File: src/rtl/noc_agu_pkg.sv
// noc_agu_pkg: shared types and routing helper for the mesh-router address
// generation unit (agu_wormhole).
//   flit_type_e  : 2-bit flit type carried in the top two bits of every flit
//   P_N..P_L     : fixed port order, also the bit order of one-hot routes
//   coord_t      : zero-extended {x,y} position used by route_onehot
//   route_onehot : dimension-ordered route, XY by default
// Build option: define AGU_YX_ROUTE_EN to resolve Y before X (YX order).
package noc_agu_pkg;

  localparam int unsigned NP      = 5;
  localparam int unsigned P_N     = 0;
  localparam int unsigned P_S     = 1;
  localparam int unsigned P_E     = 2;
  localparam int unsigned P_W     = 3;
  localparam int unsigned P_L     = 4;
  // Widest coordinate the routing helper handles; narrower fields are zero-extended.
  localparam int unsigned COORD_W = 16;

  typedef enum logic [1:0] {
    BODY      = 2'b00,
    HEAD      = 2'b01,
    TAIL      = 2'b10,
    HEAD_TAIL = 2'b11
  } flit_type_e;

  typedef struct packed {
    logic [COORD_W-1:0] x;
    logic [COORD_W-1:0] y;
  } coord_t;

  // One-hot output port for a destination, compared as unsigned positions.
  function automatic logic [NP-1:0] route_onehot(input coord_t dest, input coord_t myaddr);
    logic [NP-1:0] r;
    r = '0;
`ifdef AGU_YX_ROUTE_EN
    if (dest.y > myaddr.y)      r[P_N] = 1'b1;
    else if (dest.y < myaddr.y) r[P_S] = 1'b1;
    else if (dest.x > myaddr.x) r[P_E] = 1'b1;
    else if (dest.x < myaddr.x) r[P_W] = 1'b1;
    else                        r[P_L] = 1'b1;
`else
    if (dest.x > myaddr.x)      r[P_E] = 1'b1;
    else if (dest.x < myaddr.x) r[P_W] = 1'b1;
    else if (dest.y > myaddr.y) r[P_N] = 1'b1;
    else if (dest.y < myaddr.y) r[P_S] = 1'b1;
    else                        r[P_L] = 1'b1;
`endif
    return r;
  endfunction

endpackage

File: src/rtl/agu_port_fsm.sv
// agu_port_fsm: route latch, wormhole lock and sticky error for one input port.
//   clk, rst : clock, synchronous active-high reset
//   myaddr   : router {x,y}
//   valid    : queue-head flit valid
//   flit     : queue-head flit
//   ready    : pop strobe (combinational from state, valid, flit type, grant)
//   req      : registered one-hot output-port request
//   grant    : allocator grant for the locked route
//   err      : sticky protocol error (stray body/tail, nested head, U-turn)
module agu_port_fsm
  import noc_agu_pkg::*;
#(
  parameter int unsigned X_W      = 3,
  parameter int unsigned Y_W      = 3,
  parameter int unsigned FLIT_W   = 32,
  parameter int unsigned PORT_IDX = 0
) (
  input  logic                 clk,
  input  logic                 rst,
  input  logic [X_W+Y_W-1:0]   myaddr,
  input  logic                 valid,
  input  logic [FLIT_W-1:0]    flit,
  output logic                 ready,
  output logic [NP-1:0]        req,
  input  logic                 grant,
  output logic                 err
);

  typedef enum logic {IDLE, ACTIVE} state_e;

  state_e        state;
  logic [NP-1:0] route_q;
  logic          first_done;
  logic          err_q;

  flit_type_e    ftype;
  logic          is_head;
  logic          is_tail;
  coord_t        dest;
  coord_t        me;
  logic [NP-1:0] route_c;
  logic          ready_c;
  logic          accept;
  logic          flit_unused;

  // Payload bits between type and destination do not affect routing.
  assign flit_unused = ^flit[FLIT_W-3:X_W+Y_W];

  assign ftype   = flit_type_e'(flit[FLIT_W-1 -: 2]);
  assign is_head = (ftype == HEAD) || (ftype == HEAD_TAIL);
  assign is_tail = (ftype == TAIL) || (ftype == HEAD_TAIL);

  assign dest.x  = COORD_W'(flit[X_W+Y_W-1:Y_W]);
  assign dest.y  = COORD_W'(flit[Y_W-1:0]);
  assign me.x    = COORD_W'(myaddr[X_W+Y_W-1:Y_W]);
  assign me.y    = COORD_W'(myaddr[Y_W-1:0]);
  assign route_c = route_onehot(dest, me);

  // Pop: stray body/tail is dropped in IDLE; heads wait for the route cycle.
  always_comb begin
    ready_c = 1'b0;
    if (!rst) begin
      case (state)
        IDLE:    ready_c = valid & ~is_head;
        ACTIVE:  ready_c = grant;
        default: ready_c = 1'b0;
      endcase
    end
  end

  assign accept = valid & ready_c;

  // State, route latch and sticky error.
  always_ff @(posedge clk) begin
    if (rst) begin
      state      <= IDLE;
      route_q    <= '0;
      first_done <= 1'b0;
      err_q      <= 1'b0;
    end else begin
      case (state)
        IDLE: begin
          if (valid) begin
            if (is_head) begin
              state      <= ACTIVE;
              route_q    <= route_c;
              first_done <= 1'b0;
              if (route_c[PORT_IDX]) err_q <= 1'b1;
            end else begin
              err_q <= 1'b1;
            end
          end
        end
        ACTIVE: begin
          if (accept) begin
            first_done <= 1'b1;
            // The first accepted flit is the routing head; any later head is nested.
            if (first_done && is_head) err_q <= 1'b1;
            if (is_tail) begin
              state   <= IDLE;
              route_q <= '0;
            end
          end
        end
        default: state <= IDLE;
      endcase
    end
  end

  assign ready = ready_c;
  assign req   = route_q;
  assign err   = err_q;

endmodule

File: src/rtl/agu_wormhole.sv
// agu_wormhole: per-input dimension-ordered route generation with wormhole
// lock, placed between the input queues and the switch allocator.
//   clk, rst     : clock, synchronous active-high reset
//   myaddr_i     : router {x,y}, static after reset
//   in_valid_i   : per-input flit valid
//   in_flit_i    : per-input queue-head flit, port p at [p*FLIT_W +: FLIT_W]
//   in_ready_o   : per-input pop strobe
//   req_o        : per-input one-hot output request, input p at [p*NP +: NP]
//   grant_i      : per-input grant for the locked route
//   err_o        : per-input sticky protocol error
// Build option: AGU_YX_ROUTE_EN selects YX dimension order (default XY).
module agu_wormhole
  import noc_agu_pkg::*;
#(
  parameter int unsigned X_W    = 3,
  parameter int unsigned Y_W    = 3,
  parameter int unsigned FLIT_W = 32,
  parameter int unsigned NP     = 5
) (
  input  logic                 clk,
  input  logic                 rst,
  input  logic [X_W+Y_W-1:0]   myaddr_i,
  input  logic [NP-1:0]        in_valid_i,
  input  logic [NP*FLIT_W-1:0] in_flit_i,
  output logic [NP-1:0]        in_ready_o,
  output logic [NP*NP-1:0]     req_o,
  input  logic [NP-1:0]        grant_i,
  output logic [NP-1:0]        err_o
);

  // Port order and one-hot layout are fixed to the five-port mesh router.
  if (NP != noc_agu_pkg::NP) begin : g_bad_np
    $error("agu_wormhole supports only NP == 5");
  end
  if ((X_W + Y_W + 2 > FLIT_W) || (X_W > COORD_W) || (Y_W > COORD_W)) begin : g_bad_w
    $error("agu_wormhole: coordinate fields do not fit the flit");
  end

  for (genvar p = 0; p < NP; p++) begin : g_port
    agu_port_fsm #(
      .X_W      (X_W),
      .Y_W      (Y_W),
      .FLIT_W   (FLIT_W),
      .PORT_IDX (p)
    ) u_fsm (
      .clk    (clk),
      .rst    (rst),
      .myaddr (myaddr_i),
      .valid  (in_valid_i[p]),
      .flit   (in_flit_i[p*FLIT_W +: FLIT_W]),
      .ready  (in_ready_o[p]),
      .req    (req_o[p*NP +: NP]),
      .grant  (grant_i[p]),
      .err    (err_o[p])
    );
  end

endmodule

File: config.mk
export PLATFORM = sky130hd
export DESIGN_NAME = agu_wormhole
export DESIGN_NICKNAME = d
export VERILOG_FILES = /design/src/rtl/noc_agu_pkg.sv /design/src/rtl/agu_port_fsm.sv /design/src/rtl/agu_wormhole.sv
export SDC_FILE = /design/constraint.sdc
export NUM_CORES = 1
export LEC_CHECK = 0
export BUFFER_PORTS_ARGS = -buffer_cell sky130_fd_sc_hd__buf_2
export CAP_MARGIN = 20
export CORE_ASPECT_RATIO = 0.6
export CORE_UTILIZATION = 39
export DETAILED_ROUTE_END_ITERATION = 8
export PLACE_DENSITY = 0.81
export SETUP_SLACK_MARGIN = 0.2
export SLEW_MARGIN = 10
export SYNTH_ARGS = -nofsm -noshare
export SYNTH_HDL_FRONTEND = slang
export SYNTH_HIERARCHICAL = 1
export SYNTH_SLANG_ARGS = --single-unit
export TNS_END_PERCENT = 10
File: constraint.sdc
create_clock -name clk -period 2.75 [get_ports clk]
set_clock_uncertainty 0.05 [all_clocks]
set_input_delay 0.55 -clock clk [delete_from_list [all_inputs] [get_ports clk]]
set_output_delay 0.55 -clock clk [all_outputs]
set_load 0.02 [all_outputs]
# ---- Yosys cells after proc, flatten, opt, wreduce, memory -nomap -nowiden
# Cells that the tools add are included.
dict set report word_totals {
  ff_bits 40
  input_bits 178
  out_inout_bits 35
  elab_cells 300
}
dict set report op_classes {
  n_lt_le_gt_ge 20
  eq_ne 45
  n_mux 165
  n_bitwise 20
  n_reduce_logical 30
}
# op n
set ops {}
lappend ops {{1-bit two-way mux} 105}
lappend ops {{5-bit two-way mux} 20}
lappend ops {{5-bit case mux with 2 select lines} 5}
lappend ops {{2-bit inequality test (second input constant)} 20}
lappend ops {{1-bit case mux with 2 select lines} 20}
lappend ops {{4-bit AND reduction} 10}
lappend ops {{3-bit greater-than comparator} 10}
lappend ops {{3-bit less-than comparator} 10}
lappend ops {{2-bit two-way mux} 15}
lappend ops {{2-bit == test (second input constant)} 10}
lappend ops {{3-bit inequality test (second input constant)} 5}
lappend ops {{3-bit AND reduction} 5}
lappend ops {{1-bit AND} 10}
lappend ops {{2-bit by 1-bit == test with 1-bit output (second input constant)} 5}
lappend ops {{1-bit logical OR} 10}
lappend ops {{2-bit by 1-bit inequality test with 1-bit output (second input constant)} 5}
lappend ops {{1-bit NOT} 10}
lappend ops {{1-bit logical AND} 5}

# ---- Longest topological paths before layout
# Gate-level depths: netlist of run 1.
dict set report logic_depth {
  ltp_word 9
  depth_mapped 6
  ltp_nobuf 6
}

# ---- Hierarchy
# Netlist of run 1, hierarchy kept.
# module n_inst cells_each area_per_inst_um2 seq_area_each_um2
set modules_own_cells {}
lappend modules_own_cells {{agu_port_fsm (g_port[0].u_fsm)} 1 62 524.3 160.2}
lappend modules_own_cells {{agu_port_fsm (g_port[2].u_fsm)} 1 57 508.0 160.2}
lappend modules_own_cells {{agu_port_fsm (g_port[3].u_fsm)} 1 56 508.0 160.2}
lappend modules_own_cells {{agu_port_fsm (g_port[4].u_fsm)} 1 59 493.0 160.2}
lappend modules_own_cells {{agu_port_fsm (g_port[1].u_fsm)} 1 61 485.5 160.2}

# ---- Worst setup path after synthesis of run 1
# No wires, ideal clock.
dict set report synth_timing {
  kind {input to register}
  startpoint {input port myaddr_i[5]}
  endpoint {register g_port[0].u_fsm.route_q[0]}
  setup_time_ns 0.117
  arrival_ns 1.530
  t_required_ns 2.583
  slack_ns 1.052
  cell_stages 6
  path_buffers 0
  path_cell_list {inv_1 -> ha_1 -> a21oi_1 -> o21ai_1 -> nor3b_2 -> a32o_2}
}
dict set report synth_between {
  elab_chain_cells 6
  word_cells_on_any_way 7
  cone_classes {order compare (2); mux (5)}
}
# item line_no
set synth_lines {}
lappend synth_lines {{start, declared} agu_wormhole.sv:22} ;# input logic [X_W+Y_W-1:0] myaddr_i,
lappend synth_lines {{3-bit less-than comparator} noc_agu_pkg.sv:43} ;# else if (dest.x < myaddr.x) r[P_W] = 1'b1;
lappend synth_lines {{2-bit two-way mux} noc_agu_pkg.sv:43}
lappend synth_lines {{2-bit two-way mux (*)} noc_agu_pkg.sv:42} ;# if (dest.x > myaddr.x) r[P_E] = 1'b1;
lappend synth_lines {{5-bit two-way mux (*)} agu_port_fsm.sv:84} ;# if (is_head) begin
lappend synth_lines {{5-bit two-way mux (*)} agu_port_fsm.sv:83} ;# if (valid) begin
lappend synth_lines {{5-bit case mux with 2 select lines (*)} agu_port_fsm.sv:81} ;# case (state)
lappend synth_lines {{end signal, assigned} agu_port_fsm.sv:86} ;# route_q <= route_c;
lappend synth_lines {{end, declared} agu_port_fsm.sv:32} ;# logic [NP-1:0] route_q;
# Mark *: on every way between the ends. The rest lies on a longest branch, timed or not. The select of a mux whose other input is x is not followed.
# A chain may end at the register's enable or synchronous reset.

# ---- Final worst setup path of run 1
dict set report layout_timing {
  startpoint {input port rst}
  endpoint {output port in_ready_o[3]}
}
dict set report layout_between {
  elab_chain_cells 1
}
# item line_no
set layout_lines {}
lappend layout_lines {{start, declared} agu_wormhole.sv:21} ;# input logic rst,
lappend layout_lines {{1-bit two-way mux} agu_port_fsm.sv:62} ;# if (!rst) begin
lappend layout_lines {{end, declared} agu_wormhole.sv:25} ;# output logic [NP-1:0] in_ready_o,
# Every way passes these cells.

==> flow_summary.toml, run 1 <==
[run_status]
status = "complete, no violations"

[clock_tree]
cts_resized = 0
cts_root_buf = "clkbuf_8"
cts_buffers = 5
clk_latency_ns = 0.29
cts_tree = "built"
cts_setup_buffers = 0
path_clk_slew_ns = 0.08
clock_sinks = 40
htree_levels = 2
clk_path_buf_depth = 2
hold_buffers = 0

[layout]
drive_above_1_share = 0.292
design_area_sq_mm = 0.00316
multiInputGateArea_sq_mm = 0.00156
final_nets = 601
seq_area_sq_um = 801
area_delta_synth_final_pct = 25.6
n_antenna_cell = 0
fillers = 610

[sta]
period_share = 0.733
slew_violations = 0
holdWs_ns = 0.394
max_freq_mhz = 496
setup-violations-final = 0
hold_viol = 0
tightestPinTransition_ns = 0.714
fin_crit_ns = 2.02
rsz0062_at_grt = "false"
slew_headroom = 0.524
setup_tns_ns = 0

[synth]
ys_top_cells_by_count = "dfxtp_1 (40), inv_1 (40), ha_1 (30)"
yosys.area.top_type = "dfxtp_1"
synthArstFlopShare = 0
ys_seq_area_frac = 0.318
netlist-cell-type-count = 46
synth-main-ff-cell = "dfxtp_1"
ys_warn_count = 6
avgSynthCellArea_sq_um = 8.54
synth_edf_count = 0
netlist_top_cells_area = "dfxtp_1 (32%), ha_1 (15%), inv_1 (6.0%)"
ys_seq_elements = 40
synth.top_cell.area_share = 0.318
syn-num-nets = 503
syn_inst = 295
synthesis.area_sq_mm = 0.00252

[route]
drt_wl_total_mm = 6.38
num_vias = 2452
drt-initial-drc-count = 99
via_per_inst = 5.13
drtAntennaViolNets = 0
drc = 0
wl_per_cell_um = 13.3
drtPass1Iterations = 5

[critical_path]
start_kind = "input pin"
r2r-end = "g_port[0].u_fsm/req[1]$_SDFFE_PP0P_"
reg2reg_depth = 4
cp_data_arrival_time_ns = 1.42
r2r_start = "g_port[0].u_fsm/state$_SDFF_PP0_"
setup.worst_path.class = "in2out"
cp_max_fo = 34
cp-end-kind = "primary output"
reg2reg_slack_ns = 1.32
required_ns = 2.15

[grt]
grt_pass1_vias = 2241
overflow = 0
grt_pass1_wl_mm = 10.5
track_usage = 0.195
grt_start_max_net_pins = 35
antenna_found_initial = 0

[floorplanning]
dieWidth_um = 106
initial_core_util = 0.408
die_area_sq_mm = 0.00679
num_rows = 22
die_y_um = 64.3
core_sq_mm = 0.00617
pin_count = 213

[power]
powerDensity_mw_per_mm2 = 432
peakVddDrop_v = 0.000247
p_leak_nw = 1.59

[place]
portBuffers = 92
place_congestion = 0.839
hpwlAfterDp_mm = 5.17
placed_area_sq_mm = 0.00307

[worst_hold_path]
min_to = "g_port[1].u_fsm/req[0]$_SDFFE_PP0P_"
min_from = "g_port[1].u_fsm/req[0]$_SDFFE_PP0P_"
hold_class = "reg2reg"
whs_path_depth = 2

[job]
drv_cap = 0
## critical path, stage by stage
cell,delay [ns]
buf_2,0.55
nor2_1,0.11
buf_2,0.19
## per-stage QoR
step / setup WS, ns / utilization / instances / total power, W
6_report: 0.734 / 0.513 / 478 / 0.00137
5_1_grt: 0.655 / 0.513 / 478 / 0.00146
4_1_cts: 0.750 / 0.513 / 478 / 0.00138
3_5_place_dp: 0.712 / 0.498 / 470 / 0.000978
3_3_place_gp: 0.728 / 0.498 / 470 / 0.000965
2_1_floorplan: 1.05 / - / 295 / 0.000847
## cells in the final DEF, fill, tap and decap left out, types with 2 or more instances in the layout
cell and n:
a31oi_1 3, inv_1 40, clkbuf_1 2, and4_4 4, a22o_1 7, and3_1 2, a22oi_1 6, a21boi_0 2
a311oi_2 4, nand2b_1 7, a2bb2oi_1 4, o31ai_1 2, o21ai_1 6, nor2_1 26, o21ai_0 7, nand4b_1 2
nand3b_1 3, o32ai_1 2, a32o_1 5, buf_2 92, a21oi_1 21, clkbuf_8 6, nand2_1 25, ha_1 30
o2bb2ai_1 4, a211oi_1 4, nor2b_1 4, dfxtp_1 40, nor3_1 2, nand3_1 14
## per-layer routing
layer	wire, um	track usage
met5	0	0
met4	81	0.0625
met3	476	0.0541
met2	2540	0.290
met1	3280	0.271
## worst max-delay path by stage
stage          depth (start not counted)   startpoint                             endpoint
6_report                               3          rst                        in_ready_o[3]
3_3_place_gp                           5          rst  g_port[0].u_fsm/req[2]$_SDFFE_PP0P_
5_1_grt                                3          rst                        in_ready_o[0]
4_1_cts                                3          rst                        in_ready_o[3]
2_1_floorplan                          6  myaddr_i[5]  g_port[0].u_fsm/req[0]$_SDFFE_PP0P_
3_5_place_dp                           5          rst  g_port[0].u_fsm/req[2]$_SDFFE_PP0P_
## sequential cells by signal, summed over array words and instances (netlist names)
register                 flops
g_port.u_fsm/err             5
g_port.u_fsm/state           5
g_port.u_fsm/first_done      5
g_port.u_fsm/req            25
## kinds of logic (layout without fill, tap and decap cells)
family,after synthesis,count (layout),share of synthesized area
flops,40,40,0.318
buf+inv,41,140,0.0641
fa+ha+maj,30,30,0.149
simple gates,99,99,0.219
compound gates,85,85,0.250
## cell type report
cell class | count | area share
multi-input cells | 214 | 0.492
repair buffers | 92 | 0.146
clock buffers | 8 | 0.0285
well taps | 84 | 0.0332
inverters | 40 | 0.0475
flip-flops and latches | 40 | 0.253
## power breakdown
| group | total (W) | switching, W | internal, W | leakage, nW |
|---|---|---|---|---|
| Combinational | 0.000342 | 0.000198 | 0.000144 | 1.22 |
| Clock | 0.000400 | 0.000196 | 0.000205 | 0.0455 |
| Sequential | 0.000625 | 0.0000195 | 0.000605 | 0.326 |
| Total | 0.00137 | 0.000413 | 0.000954 | 1.59 |
Note: power is estimated with default switching activity, not from simulation.
==> run 2: changes to the inputs <==
--- a/config.mk
+++ b/config.mk
@@ -8,9 +8,9 @@
 export BUFFER_PORTS_ARGS = -buffer_cell sky130_fd_sc_hd__buf_2
 export CAP_MARGIN = 20
 export CORE_ASPECT_RATIO = 0.6
-export CORE_UTILIZATION = 39
+export CORE_UTILIZATION = 35
 export DETAILED_ROUTE_END_ITERATION = 8
-export PLACE_DENSITY = 0.81
+export PLACE_DENSITY = 0.77
 export SETUP_SLACK_MARGIN = 0.2
 export SLEW_MARGIN = 10
 export SYNTH_ARGS = -nofsm -noshare
==> constraint.sdc (replaced) <==
create_clock -name clk -period 1.7 [get_ports clk]
set_clock_uncertainty 0.05 [all_clocks]
set_input_delay 0.34 -clock clk [delete_from_list [all_inputs] [get_ports clk]]
set_output_delay 0.34 -clock clk [all_outputs]
set_load 0.02 [all_outputs]
==> run 2 against run 1 <==
The run now ends with DRC left. Largest cell class unchanged. Power rose by 86%. Highest routed layer unchanged. Non-clock buffer count rose by 13. Worst setup slack got worse by 0.53 ns. First-iteration DRC count rose by 73%. Global-route usage fell by 1.3 points. Largest power group unchanged. Critical path type unchanged. Routed wire length rose by 5.9%. Critical path depth rose by 1. Flip-flop and latch count did not move. Clock-buffer cell count did not move.
==> flow_summary.toml, run 2 (synthesized netlist as in run 1, its figures left out) <==
[grt]
grt_start_max_net_pins = 15
grt_pass1_wl_mm = 10.7
track_usage = 0.182
grt_pass1_vias = 2245
antenna_found_initial = 0
overflow = 0

[route]
route.met2.wl_mm = 2.87
maxUsedRoutingLayer = "met4"
wl_per_cell_um = 13.6
wl_met1_mm = 3.34
drtAntennaViolNets = 0
drc = 12
drt-initial-drc-count = 171
drtPass1Iterations = 6
wl_met3_um = 507
drt_wl_total_mm = 6.75
num_vias = 2536
via_per_inst = 5.12

[sta]
rsz0062_at_grt = "true"
slew_headroom = 0.701
timing.final.ws_setup_ns = 0.206
hold_viol = 0
tightestPinTransition_ns = 0.444
holdWs_ns = 0.313
fin_crit_ns = 1.49
max_freq_mhz = 670
setup-violations-final = 0
period_share = 0.879
slew_violations = 0
setup_tns_ns = 0

[critical_path]
start_kind = "input pin"
setup.worst_path.class = "in2out"
required_ns = 1.31
cp-end-kind = "primary output"
cp_data_arrival_time_ns = 1.10
cp_max_fo = 14

[run_status]
status = "finished, violations left"
failed_checks = "DRC"

[clock_tree]
clock_sinks = 40
cts_root_buf = "clkbuf_16"
cts_tree = "built"
cts_buffers = 5
clk_path_buf_depth = 2
hold_buffers = 0
htree_levels = 2
clk_latency_ns = 0.28
path_clk_slew_ns = 0.05

[layout]
final_nets = 614
layout_commonest_cell = "buf_2"
area_delta_synth_final_pct = 32.7
largest_register_ffs = 25
final_cell_mix = "buf_2 (91), inv_1 (40), dfxtp_1 (35)"
drive_above_1_share = 0.332
stdcell_count = 495

[floorplanning]
core_sq_mm = 0.00682
pin_count = 213
initial_core_util = 0.369
die_y_um = 67.7
num_rows = 23
die_area_sq_mm = 0.00755
dieWidth_um = 112

[place]
dpl.cell_count = 486
dp_slack_ns = -0.0161
portBuffers = 92
hpwlAfterDp_mm = 5.63
place_congestion = 0.810

[job]
drv_cap = 0

[power]
p_leak_nw = 1.68
total_power_w = 0.00254
peakVddDrop_v = 0.000457
powerDensity_mw_per_mm2 = 760

[worst_hold_path]
hold_class = "in2reg"
-- run 2: cell types whose count changed in the layout (fill, tap and decap cells not counted), sizes merged --
cell | before | now
buf | 92 | 105
diode | 0 | 1
-- run 2: power breakdown --
group	internal [W]	switching [W]	total (W)
logic	0.000260	0.000334	0.000594
registers	0.000981	0.0000316	0.00101
clock network	0.000585	0.000351	0.000936
-- run 2: worst paths after layout --
path,startpoint,end,slack [ns],cells past startpoint
max,rst,in_ready_o[1],0.21,4
min,in_flit_i[31],g_port[0].u_fsm/state$_SDFF_PP0_,0.31,4
max reg2reg,g_port[0].u_fsm/state$_SDFF_PP0_,g_port[0].u_fsm/req[0]$_SDFFE_PP0P_,0.44,4
min reg2reg,g_port[1].u_fsm/req[0]$_SDFFE_PP0P_,g_port[1].u_fsm/req[0]$_SDFFE_PP0P_,0.39,2
-- run 2: per-stage QoR --
step	instance area (sq um)	util
finish	3340	0.490
global route	3340	0.490
CTS	3320	0.487
detailed placement	3170	0.465
global placement	3170	0.465
floorplan	2520	-
-- run 2: worst max-delay path, cell delays in order --
cell and delay [ns]:
buf_2 0.26, buf_4 0.27, nor2_1 0.07, buf_2 0.16
-- run 2: repair_timing --
item,in CTS,in global routing
gates resized for setup,2,8
pin swaps,0,0
buffers inserted,0,0
endpoints found under the setup margin,5,14
endpoints found under the hold margin,0,0
-- run 2: layout make-up --
class                   count  area [sq um]
diodes                      1          2.50
clock buffers               8           146
fillers                   640          3480
inverters                  40           150
multi-input cells         214          1560
flip-flops and latches     40           812
well taps                  87           109
repair buffers            105           561
-- run 2: per-layer routing --
metal,global-route usage,up-vias
li1,-,1303
met1,0.251,1135
met2,0.277,93
met3,0.0548,5
met4,0.0490,0
met5,0,-
==> run 3: changes to the inputs <==
--- a/config.mk
+++ b/config.mk
@@ -5,12 +5,13 @@
 export SDC_FILE = /design/constraint.sdc
 export NUM_CORES = 1
 export LEC_CHECK = 0
+export ABC_AREA = 1
 export BUFFER_PORTS_ARGS = -buffer_cell sky130_fd_sc_hd__buf_2
 export CAP_MARGIN = 20
 export CORE_ASPECT_RATIO = 0.6
-export CORE_UTILIZATION = 35
+export CORE_UTILIZATION = 37
 export DETAILED_ROUTE_END_ITERATION = 8
-export PLACE_DENSITY = 0.77
+export PLACE_DENSITY = 0.78
 export SETUP_SLACK_MARGIN = 0.2
 export SLEW_MARGIN = 10
 export SYNTH_ARGS = -nofsm -noshare
==> run 3 against run 2 <==
The flow now finishes without violations. Via count rose by 21%. Utilization rose by 3.3 points. Clock-buffer cell count fell by 2. Sequential share of layout area fell by 2.9 points. First-iteration DRC count fell by 16%. Critical path type is now reg2out.
==> flow_summary.toml, run 3 <==
[power]
total_power_w = 0.00278
p_leak_nw = 2.05
powerDensity_mw_per_mm2 = 726
peakVddDrop_v = 0.000426

[synth]
ys_seq_elements = 40
syn-num-nets = 620
ys_top_cells_by_count = "nand2_1 (76), inv_1 (73), nor2_1 (44)"
ys_warn_count = 6
syn_inst = 412
synthArstFlopShare = 0
yosysMostFrequentCell = "nand2_1"
ys_seq_area_frac = 0.282
netlist_top_cells_area = "dfxtp_1 (28%), ha_1 (13%), nand2_1 (10%)"
netlist-cell-type-count = 33
synth-main-ff-cell = "dfxtp_1"
yosys.area.top_type = "dfxtp_1"
avgSynthCellArea_sq_um = 6.88
synth.top_cell.area_share = 0.282
synthesis.area_sq_mm = 0.00284
synth_edf_count = 0

[grt]
grt_pass1_vias = 2857
track_usage = 0.209
overflow = 0
antenna_found_initial = 0
grt_pass1_wl_mm = 12.9
grt_start_max_net_pins = 18

[floorplanning]
num_rows = 24
die_y_um = 69.8
die_area_sq_mm = 0.00803
pin_count = 213
core_sq_mm = 0.00733
initial_core_util = 0.387
dieWidth_um = 115

[worst_hold_path]
hold_class = "in2reg"
whs_path_depth = 4
min_to = "g_port[1].u_fsm/state$_SDFF_PP0_"
min_from = "in_flit_i[63]"

[layout]
layout_commonest_cell = "buf_2"
drive_above_1_share = 0.343
final_nets = 739
stdcell_count = 635
final_cell_mix = "buf_2 (84), nand2_1 (75), inv_1 (71)"
fillers = 741
largest_register_ffs = 25
area_delta_synth_final_pct = 35.0
n_antenna_cell = 0

[sta]
rsz0062_at_grt = "true"
slew_violations = 0
setup-violations-final = 0
max_freq_mhz = 657
hold_viol = 0
slew_headroom = 0.816
period_share = 0.895
fin_crit_ns = 1.52
tightestPinTransition_ns = 0.277

[route]
wl_per_cell_um = 12.5
drtPass1Iterations = 4
drtAntennaViolNets = 0
via_per_inst = 4.81
drt_wl_total_mm = 7.95
num_vias = 3056
drt-initial-drc-count = 144
drc = 0

[place]
hpwlAfterDp_mm = 6.39
portBuffers = 92
dpl.cell_count = 619
place_congestion = 0.875

[clock_tree]
clk_latency_ns = 0.29
cts_tree = "built"
path_clk_slew_ns = 0.06
htree_levels = 2
hold_buffers = 0
clk_path_buf_depth = 2
cts_root_buf = "clkbuf_16"
clock_sinks = 40
cts_buffers = 5

[job]
drv_cap = 0

[critical_path]
cp_data_arrival_time_ns = 1.13
reg2reg_slack_ns = 0.32
reg2reg_depth = 7
cp_max_fo = 7
r2r-end = "g_port[2].u_fsm/req[4]$_SDFFE_PP0P_"
cp-end-kind = "primary output"
start_kind = "flop"
required_ns = 1.31
setup.worst_path.class = "reg2out"
r2r_start = "g_port[2].u_fsm/state$_SDFF_PP0_"

[run_status]
status = "complete, no violations"
## run 3: cell count changes after synthesis, moves of 6 or more
cell      previous run  this run
nand4_1              0        16
a22oi_1              6         0
nand2b_1             7         0
inv_1               40        73
nand2_1             25        76
nand2_2              0         6
a21oi_1             21        39
a22o_1               7         0
nand3_1             14        32
inv_2                0         8
nor2_1              26        44
## run 3: layer usage
metal | routed length [um] | GRT usage | up-vias | part of all wire
li1 | - | - | 1575 | -
met1 | 3790 | 0.273 | 1363 | 0.48
met2 | 3400 | 0.320 | 104 | 0.43
met3 | 583 | 0.0629 | 14 | 0.073
met4 | 172 | 0.0837 | 0 | 0.022
met5 | 0 | 0 | - | 0
## run 3: layout make-up
cell class,instances,area (sq um),share of cell area
multi-input combinational,286,1750,0.458
sequential,40,820,0.214
timing repair buffer,116,672,0.175
inverter,82,320,0.0836
tap,104,130,0.0340
clock buffer,6,129,0.0336
clock inverter,1,5.00,0.00131
## run 3: worst max-delay path: stages, from the launching register on
cell and delay (ns):
dfxtp_4 0.37, a21oi_2 0.17, and2_4 0.17, buf_4 0.14
## run 3: worst max-delay path by stage
stage	slack, ns	startpoint	depth (start not counted)	to
3_3_place_gp	-0.006	myaddr_i[5]	9	g_port[2].u_fsm/req[4]$_SDFFE_PP0P_
5_1_grt	0.15	g_port[1].u_fsm/state$_SDFF_PP0_	4	in_ready_o[1]
3_5_place_dp	-0.05	myaddr_i[5]	10	g_port[0].u_fsm/req[0]$_SDFFE_PP0P_
4_1_cts	0.16	g_port[2].u_fsm/state$_SDFF_PP0_	5	in_ready_o[2]
2_1_floorplan	0.25	myaddr_i[5]	10	g_port[0].u_fsm/err$_SDFFE_PP0P_
6_report	0.18	g_port[1].u_fsm/state$_SDFF_PP0_	3	in_ready_o[1]
## run 3: per-stage QoR
step / setup TNS, ns / hold WS, ns / worst slack [ns] / area, sq um / util
after detailed placement: -0.182 / 0.390 / -0.0542 / 3510 / 0.479
final: 0 / 0.301 / 0.178 / 3830 / 0.523
after CTS: 0 / 0.288 / 0.159 / 3740 / 0.510
after global placement: -0.00562 / 0.383 / -0.00562 / 3510 / 0.479
after floorplan: 0 / 0.359 / 0.254 / 2840 / -
after global routing: 0 / 0.321 / 0.147 / 3830 / 0.523
## run 3: power by group
group	leakage, nW	switching, W	internal [W]
Clock	0.0667	0.000385	0.000534
Combinational	1.65	0.000488	0.000335
Sequential	0.330	0.0000433	0.000996
## run 3: cells by family after synthesis
group | after synthesis | share of synthesized area
AND/OR/NAND/NOR | 197 | 0.337
buffers and inverters | 86 | 0.120
adder cells (fa/ha/maj) | 30 | 0.132
AO/OA/AOI/OAI | 59 | 0.128
flip-flops | 40 | 0.282
## run 3: timing repair
| action | 4_1_cts | 5_1_grt |
|---|---|---|
| setup buffers | 4 | 5 |
| pin swaps | 3 | 5 |
| resized for setup | 29 | 16 |
| setup endpoints to repair | 5 | 18 |
